### src/rtl/pc_unit_if.sv
// Bus between the control/ALU side and the PC unit: redirect requests in, fetch address and status out.
interface pc_unit_if #(
    parameter int unsigned AW        = 32,
    parameter int unsigned RAS_DEPTH = 4
);
    localparam int unsigned CW = $clog2(RAS_DEPTH) + 1;

    logic          stall;
    logic          halt;
    logic          resume;
    logic          branch_taken;
    logic [15:0]   imm16;
    logic          jump;
    logic [25:0]   idx26;
    logic          link;
    logic          jr;
    logic          ret;
    logic [AW-1:0] jr_target;
    logic          exc;

    logic [AW-1:0] pc;
    logic [AW-1:0] pc_plus;
    logic          pc_valid;
    logic [AW-1:0] epc;
    logic          misalign_exc;
    logic [CW-1:0] ras_count;

    modport master (
        output stall, halt, resume, branch_taken, imm16, jump, idx26,
               link, jr, ret, jr_target, exc,
        input  pc, pc_plus, pc_valid, epc, misalign_exc, ras_count
    );

    modport slave (
        input  stall, halt, resume, branch_taken, imm16, jump, idx26,
               link, jr, ret, jr_target, exc,
        output pc, pc_plus, pc_valid, epc, misalign_exc, ras_count
    );
endinterface

### src/rtl/pc_unit.sv
// Program counter with next-PC selection, boot/halt control, EPC capture,
// misaligned register-jump trapping and a circular return-address stack.
module pc_unit #(
    parameter int unsigned    AW        = 32,
    parameter logic [AW-1:0]  RESET_VEC = '0,
    parameter logic [31:0]    EXC_VEC   = 32'h0000_0380,
    parameter int unsigned    INC       = 4,
    parameter int unsigned    RAS_DEPTH = 4
) (
    input  logic     clk,
    input  logic     rst,
    pc_unit_if.slave bus
);
    localparam int unsigned PW = $clog2(RAS_DEPTH);
    localparam int unsigned CW = PW + 1;
    localparam logic [AW-1:0] EXC_PC   = AW'(EXC_VEC);
    localparam logic [AW-1:0] HI_MASK  = ~AW'(32'h0FFF_FFFF);

    typedef enum logic [1:0] {
        S_BOOT = 2'd0,
        S_RUN  = 2'd1,
        S_HALT = 2'd2
    } state_t;

    state_t        state;
    logic [AW-1:0] pc_q;
    logic [AW-1:0] epc_q;
    logic          valid_q;
    logic          mis_q;
    logic [CW-1:0] count_q;
    logic [PW-1:0] sp_q;
    logic [AW-1:0] ras_mem [RAS_DEPTH];

    logic [AW-1:0] pc_plus_c;
    logic [AW-1:0] ras_top_c;
    logic [AW-1:0] jr_tgt_c;
    logic [AW-1:0] jump_tgt_c;
    logic [AW-1:0] br_tgt_c;
    logic          run_go_c;
    logic          jr_bad_c;
    logic          pop_c;
    logic          push_c;

    // Candidate targets and RAS push/pop decisions for the current cycle.
    always_comb begin
        pc_plus_c  = pc_q + AW'(INC);
        ras_top_c  = ras_mem[sp_q - PW'(1)];
        jr_tgt_c   = (bus.ret && (count_q != '0)) ? ras_top_c : bus.jr_target;
        jump_tgt_c = (pc_plus_c & HI_MASK) | AW'({bus.idx26, 2'b00});
        br_tgt_c   = pc_plus_c + {{(AW-18){bus.imm16[15]}}, bus.imm16, 2'b00};
        run_go_c   = (state == S_RUN) && !bus.exc && !bus.halt && !bus.stall;
        jr_bad_c   = bus.jr && (jr_tgt_c[1:0] != 2'b00);
        pop_c      = run_go_c && bus.jr && !jr_bad_c && bus.ret && (count_q != '0);
        push_c     = run_go_c && bus.link &&
                     ((bus.jr && !jr_bad_c && !bus.ret) || (!bus.jr && bus.jump));
    end

    // State machine, PC/EPC update and RAS bookkeeping.
    always_ff @(posedge clk or posedge rst) begin
        if (rst) begin
            state   <= S_BOOT;
            pc_q    <= RESET_VEC;
            epc_q   <= '0;
            valid_q <= 1'b0;
            mis_q   <= 1'b0;
            count_q <= '0;
            sp_q    <= '0;
        end else begin
            mis_q <= 1'b0;
            unique case (state)
                S_BOOT: begin
                    state   <= S_RUN;
                    valid_q <= 1'b1;
                end
                S_HALT: begin
                    if (bus.exc) begin
                        pc_q    <= EXC_PC;
                        epc_q   <= pc_q;
                        state   <= S_RUN;
                        valid_q <= 1'b1;
                    end else if (bus.resume) begin
                        state   <= S_RUN;
                        valid_q <= 1'b1;
                    end
                end
                S_RUN: begin
                    if (bus.exc) begin
                        pc_q  <= EXC_PC;
                        epc_q <= pc_q;
                    end else if (bus.halt) begin
                        state   <= S_HALT;
                        valid_q <= 1'b0;
                    end else if (bus.stall) begin
                        pc_q <= pc_q;
                    end else if (jr_bad_c) begin
                        pc_q  <= EXC_PC;
                        epc_q <= pc_q;
                        mis_q <= 1'b1;
                    end else if (bus.jr) begin
                        pc_q <= jr_tgt_c;
                    end else if (bus.jump) begin
                        pc_q <= jump_tgt_c;
                    end else if (bus.branch_taken) begin
                        pc_q <= br_tgt_c;
                    end else begin
                        pc_q <= pc_plus_c;
                    end
                end
                default: begin
                    state   <= S_BOOT;
                    valid_q <= 1'b0;
                end
            endcase

            // Pointer always moves; count saturates so a full push drops the oldest entry.
            if (pop_c) begin
                sp_q    <= sp_q - PW'(1);
                count_q <= count_q - CW'(1);
            end else if (push_c) begin
                sp_q <= sp_q + PW'(1);
                if (count_q != CW'(RAS_DEPTH)) begin
                    count_q <= count_q + CW'(1);
                end
            end
        end
    end

    // RAS storage; contents are meaningless while count is zero, so no reset needed.
    always_ff @(posedge clk) begin
        if (push_c) begin
            ras_mem[sp_q] <= pc_plus_c;
        end
    end

    assign bus.pc           = pc_q;
    assign bus.pc_plus      = pc_plus_c;
    assign bus.pc_valid     = valid_q;
    assign bus.epc          = epc_q;
    assign bus.misalign_exc = mis_q;
    assign bus.ras_count    = count_q;
endmodule
### src/flat_wrapper.sv
// flat-port wrapper written by rule: the top's interface ports become plain ports
module pc_unit_flat 
#(
    parameter int unsigned    AW        = 32,
    parameter logic [AW-1:0]  RESET_VEC = '0,
    parameter logic [31:0]    EXC_VEC   = 32'h0000_0380,
    parameter int unsigned    INC       = 4,
    parameter int unsigned    RAS_DEPTH = 4
)
  (clk, rst, bus_stall, bus_halt, bus_resume, bus_branch_taken, bus_imm16, bus_jump, bus_idx26, bus_link, bus_jr, bus_ret, bus_jr_target, bus_exc, bus_pc, bus_pc_plus, bus_pc_valid, bus_epc, bus_misalign_exc, bus_ras_count);
  pc_unit_if #(.AW(AW), .RAS_DEPTH(RAS_DEPTH)) bus_i ();
  input  logic clk;
  input  logic rst;
  input wire logic [$bits(bus_i.stall)-1:0] bus_stall;
  input wire logic [$bits(bus_i.halt)-1:0] bus_halt;
  input wire logic [$bits(bus_i.resume)-1:0] bus_resume;
  input wire logic [$bits(bus_i.branch_taken)-1:0] bus_branch_taken;
  input wire logic [$bits(bus_i.imm16)-1:0] bus_imm16;
  input wire logic [$bits(bus_i.jump)-1:0] bus_jump;
  input wire logic [$bits(bus_i.idx26)-1:0] bus_idx26;
  input wire logic [$bits(bus_i.link)-1:0] bus_link;
  input wire logic [$bits(bus_i.jr)-1:0] bus_jr;
  input wire logic [$bits(bus_i.ret)-1:0] bus_ret;
  input wire logic [$bits(bus_i.jr_target)-1:0] bus_jr_target;
  input wire logic [$bits(bus_i.exc)-1:0] bus_exc;
  output wire logic [$bits(bus_i.pc)-1:0] bus_pc;
  output wire logic [$bits(bus_i.pc_plus)-1:0] bus_pc_plus;
  output wire logic [$bits(bus_i.pc_valid)-1:0] bus_pc_valid;
  output wire logic [$bits(bus_i.epc)-1:0] bus_epc;
  output wire logic [$bits(bus_i.misalign_exc)-1:0] bus_misalign_exc;
  output wire logic [$bits(bus_i.ras_count)-1:0] bus_ras_count;
  assign bus_i.stall = bus_stall;
  assign bus_i.halt = bus_halt;
  assign bus_i.resume = bus_resume;
  assign bus_i.branch_taken = bus_branch_taken;
  assign bus_i.imm16 = bus_imm16;
  assign bus_i.jump = bus_jump;
  assign bus_i.idx26 = bus_idx26;
  assign bus_i.link = bus_link;
  assign bus_i.jr = bus_jr;
  assign bus_i.ret = bus_ret;
  assign bus_i.jr_target = bus_jr_target;
  assign bus_i.exc = bus_exc;
  assign bus_pc = bus_i.pc;
  assign bus_pc_plus = bus_i.pc_plus;
  assign bus_pc_valid = bus_i.pc_valid;
  assign bus_epc = bus_i.epc;
  assign bus_misalign_exc = bus_i.misalign_exc;
  assign bus_ras_count = bus_i.ras_count;
  pc_unit #(.AW(AW), .RESET_VEC(RESET_VEC), .EXC_VEC(EXC_VEC), .INC(INC), .RAS_DEPTH(RAS_DEPTH)) u_core (.clk(clk), .rst(rst), .bus(bus_i));
endmodule
### config.mk
export PLATFORM = sky130hd
export DESIGN_NAME = pc_unit_flat
export DESIGN_NICKNAME = d
export VERILOG_FILES = /design/src/rtl/pc_unit_if.sv /design/src/rtl/pc_unit.sv /design/src/flat_wrapper.sv
export SDC_FILE = /design/constraint.sdc
export NUM_CORES = 1
export LEC_CHECK = 0
export ABC_AREA = 1
export CAP_MARGIN = 0
export CORE_MARGIN = 4
export CORE_UTILIZATION = 45
export DETAILED_ROUTE_END_ITERATION = 8
export HOLD_SLACK_MARGIN = 0.15
export PLACE_DENSITY_LB_ADDON = 0.3
export SYNTH_ARGS = -nofsm -noshare
export SYNTH_HDL_FRONTEND = slang
export SYNTH_SLANG_ARGS = --single-unit
export TNS_END_PERCENT = 20
### constraint.sdc
create_clock -name clk -period 6 [get_ports clk]
set_clock_uncertainty 0.2 [all_clocks]
set_input_delay 1.2 -clock clk [delete_from_list [all_inputs] [get_ports clk]]
set_output_delay 1.2 -clock clk [all_outputs]
set_load 0.02 [all_outputs]
==> key figures <==
Pwr
  – P_leak: around 6.6 nW
  – PD cells: around 440 nW/um^2
  – Design Power: around 6.5 mW
  – Max VDD drop: roughly 0.26 mV

Synth
  – Sequential area share after synthesis: a little under half
  – Largest family of logic cells by synthesized area: simple AND/OR/NAND/NOR gates
  – Post-synthesis xor/xnor area fraction: around 1.9%
  – Ys async rst share: 36.32%
  – Ys flop type: edfxtp_1
  – Post-synthesis simple-gate area fraction: about a quarter
  – Mapped Avg Cell Area: between 7 and 8 sq um
  – Synth Area in Compound Gates: approximately 12%
  – Post-synthesis mux area share: less than 1%
  – Post-Syn Area: 11980 sq um
  – Post-synth cell types: 46
  – Synth warn: 0
  – Yosys reg bits: about 200
  – Post-synthesis adder-cell area fraction: approximately 4.8%
  – Synth Instances: about 1.5k
  – Number of synthesized flops with an enable pin: between 100 and 150
  – Net Count, Synth: 1650

Clock tree
  – Clk buf depth: 3
  – Clk Latency, worst-skew pair: 0.52 ns
  – PostCTS Resize Cnt: 0
  – Setup bufs post-CTS: 0
  – CTS Root Cell: clkbuf_16
  – Clock sink total: ~200
  – H-tree levels: 1
  – CTS Hold Bufs: 0
  – CTS Buf Count: 22
  – Reg clk slew, reported paths: around 0.06 ns
  – CTS tree: done

STA
  – Final Worst Setup Slack: about 1.0 ns
  – Fin crit period: between 4 and 5 ns
  – Ratio of final minimum period to clock period: 82.78%
  – Relative slew slack: between 30% and 40%
  – Setup TNS: 0 ns
  – Endpoints failing hold: 0
  – Final setup fails: 0
  – Worst Max-Slew Pin Slew: 0.9500 ns
  – Max-slew violation count: 0
  – Unrepaired setup endpoints after global routing: no
  – Max Fclk: between 200 and 250 MHz

Hold path
  – Critical hold path startpoint: u_core.bus.epc[29]
  – HP Class: reg2reg
  – Number of cells on the worst hold path: 2
  – WHS Endpoint: u_core.bus.epc[29]

Final layout
  – Fraction of layout cells with a size suffix above 1: under 10%
  – Fin nets: 1820
  – Syn-to-layout area delta: 24.47%

Placement
  – GP Congestion: ~0.95
  – Pre-CTS setup slack: around 1.6 ns
  – HPWL after DPL: roughly 32000 um
  – IO buf count: between 150 and 200

Worst setup path
  – Critical path class: reg2out
  – Worst Reg2Reg Path Length in Cells: 19
  – WP data arrival: about 3.6 ns
  – R2r setup slk: around 1.6 ns
  – Crit start category: flop
  – Reg2reg start: u_core.bus.pc[2]
  – CP required: 4.60 ns
  – Element type at the critical path end: primary output
  – Reg-to-Reg End: u_core.bus.pc[29]
  – CP Max Fanout: 7

Drt
  – WL per Instance: 21.04 um
  – Drt pass-1 iters: 5
  – DRT iter0 DRCs: 1050
  – Residual DRC: 0
  – Final ANT Viol Nets: 0
  – Total wire length: 42970 um
  – DR vias: roughly 11k
  – Via density: roughly 5.5

Floorplan
  – Core area: ~26000 sq um
  – Initial core utilization: a little under half
  – Top Ports: 186
  – Die width: about 170 um
  – Die Area: ~29000 sq um
  – Std-Cell Rows: around 60
  – Chip height: approximately 170 um

Global routing
  – First-pass GRT wire length: roughly 64000 um
  – Maximum number of pins on one net before global-route repair: between 60 and 70
  – Gr ovfl total: 0
  – Initial antenna violation count: 1
  – Vias in the first global route: about 11k
  – Global-route usage over all layers: between 20% and 30%

Job
  – Max Cap Violations: 0

Status
  – Status: finished clean
sequential cells by signal, summed over array words and instances, names as in the netlist:
register                 cells
u_core.bus.ras_count         3
u_core.state                 2
u_core.ras_mem             128
u_core.bus.pc_valid          1
u_core.sp_q                  2
u_core.bus.misalign_exc      1
u_core.bus.pc               32
u_core.bus.epc              32
per-layer routing:
layer	part of all wire (%)	GRT usage [%]	vias up
met5	0.016	0	-
met3	8.6	6.493	77
met2	45	44.48	466
met4	3.7	10.44	2
li1	-	-	5327
met1	43	40.28	5307
power by group:
part,internal [mW],switching [mW]
Clock,0.902,0.572
Sequential,1.71,0.199
Combinational,1.07,2.04
Total,3.69,2.81
how the worst max path moves through the flow:
stage / start / endpoint / slack [ns] / cells past startpoint
detailed placement: bus_exc / u_core.bus.pc[13] / 1.59 / 13
finish: u_core.bus.pc[2] / bus_pc_plus[12] / 1.03 / 7
CTS: u_core.bus.pc[2] / bus_pc_plus[12] / 1.04 / 7
global route: u_core.bus.pc[2] / bus_pc_plus[12] / 0.89 / 7
floorplan: u_core.sp_q[0] / u_core.ras_mem[0][0] / 2.02 / 14
global placement: u_core.bus.pc[2] / u_core.bus.pc[29] / 1.64 / 19
stage by stage:
step / area [sq um] / util (%) / hold WS (ns) / instances
after detailed placement: 14130 / 54.06 / 0.2764 / 2001
after floorplan: 11980 / - / 0.3796 / 1520
after global placement: 14130 / 54.06 / 0.2685 / 2001
after CTS: 14910 / 57.05 / 0.2932 / 2041
final: 14910 / 57.06 / 0.2868 / 2042
after global routing: 14910 / 57.05 / 0.3155 / 2041
critical path: stages, from the launching register on:
cell and delay [ns]:
dfrtp_1 0.50, ha_1 0.34, inv_1 0.11, nor3_2 0.19
nand2_1 0.17, nor2_2 0.21, xor2_1 0.76, clkdlybuf4s50_1 0.76
final cells by class:
cell class / count / area, sq um
diodes: 1 / 2.502
clock buffers: 26 / 575.6
fillers: 2423 / 11220
well taps: 335 / 419.2
inverters: 198 / 743.2
clock inverters: 14 / 206.4
repair buffers: 199 / 1957
flip-flops and latches: 201 / 5672
multi-input cells: 1068 / 5335
cell usage after synthesis, types with 3 or more instances:
| master | instances | area, sq um |
|---|---|---|
| nand2_1 | 497 | 1866 |
| inv_1 | 194 | 728.2 |
| edfxtp_1 | 128 | 3844 |
| nor2_1 | 124 | 465.5 |
| o21ai_0 | 103 | 515.5 |
| a21oi_1 | 81 | 405.4 |
| nand3_1 | 74 | 370.4 |
| dfrtp_1 | 73 | 1827 |
| ha_1 | 43 | 538.0 |
| clkbuf_1 | 35 | 131.4 |
| a32o_1 | 24 | 240.2 |
| nor3_1 | 18 | 90.09 |
| xor2_1 | 18 | 157.7 |
| o211ai_1 | 13 | 97.59 |
| nand4_1 | 11 | 68.82 |
| buf_2 | 9 | 45.04 |
| o21bai_1 | 7 | 52.55 |
| o22ai_1 | 6 | 37.54 |
| or2_2 | 5 | 31.28 |
| xnor2_1 | 5 | 43.79 |
| and2_1 | 4 | 25.02 |
| buf_4 | 4 | 30.03 |
| inv_2 | 4 | 15.01 |
| nand3b_1 | 4 | 30.03 |
| o21ai_1 | 4 | 20.02 |
| buf_1 | 3 | 11.26 |
| nand2_2 | 3 | 18.77 |
| o21a_1 | 3 | 22.52 |
logic make-up (layout without fill, tap and decap cells):
family	after synthesis	count (layout)
and+or+nand+nor	748	748
buffers and inverters	251	437
AOI/OAI and AO/OA	247	247
DFF	201	201
adders and majority gates	45	45
xor gates and xnor gates	24	24
muxes	4	4
other	0	1
layout by cell type (no fill, tap or decap), types with 4 or more instances in the layout:
cell               n
inv_2              5
a21oi_1           81
clkinv_2           5
and2_1             4
inv_1            193
or2_2              5
ha_1              43
a32o_1            24
nor2_1           120
nand4_1           11
clkbuf_16         22
nand3b_1           4
edfxtp_1         128
nand2_1          497
o22ai_1            6
nor3_1            18
o21ai_0          103
bufinv_16          5
clkdlybuf4s50_1  185
buf_4             14
xor2_1            18
o21bai_1           7
o21ai_1            4
dfrtp_1           72
o211ai_1          13
xnor2_1            5
nand3_1           74
nor2_2             6
Power figures use the tool's default switching activity.
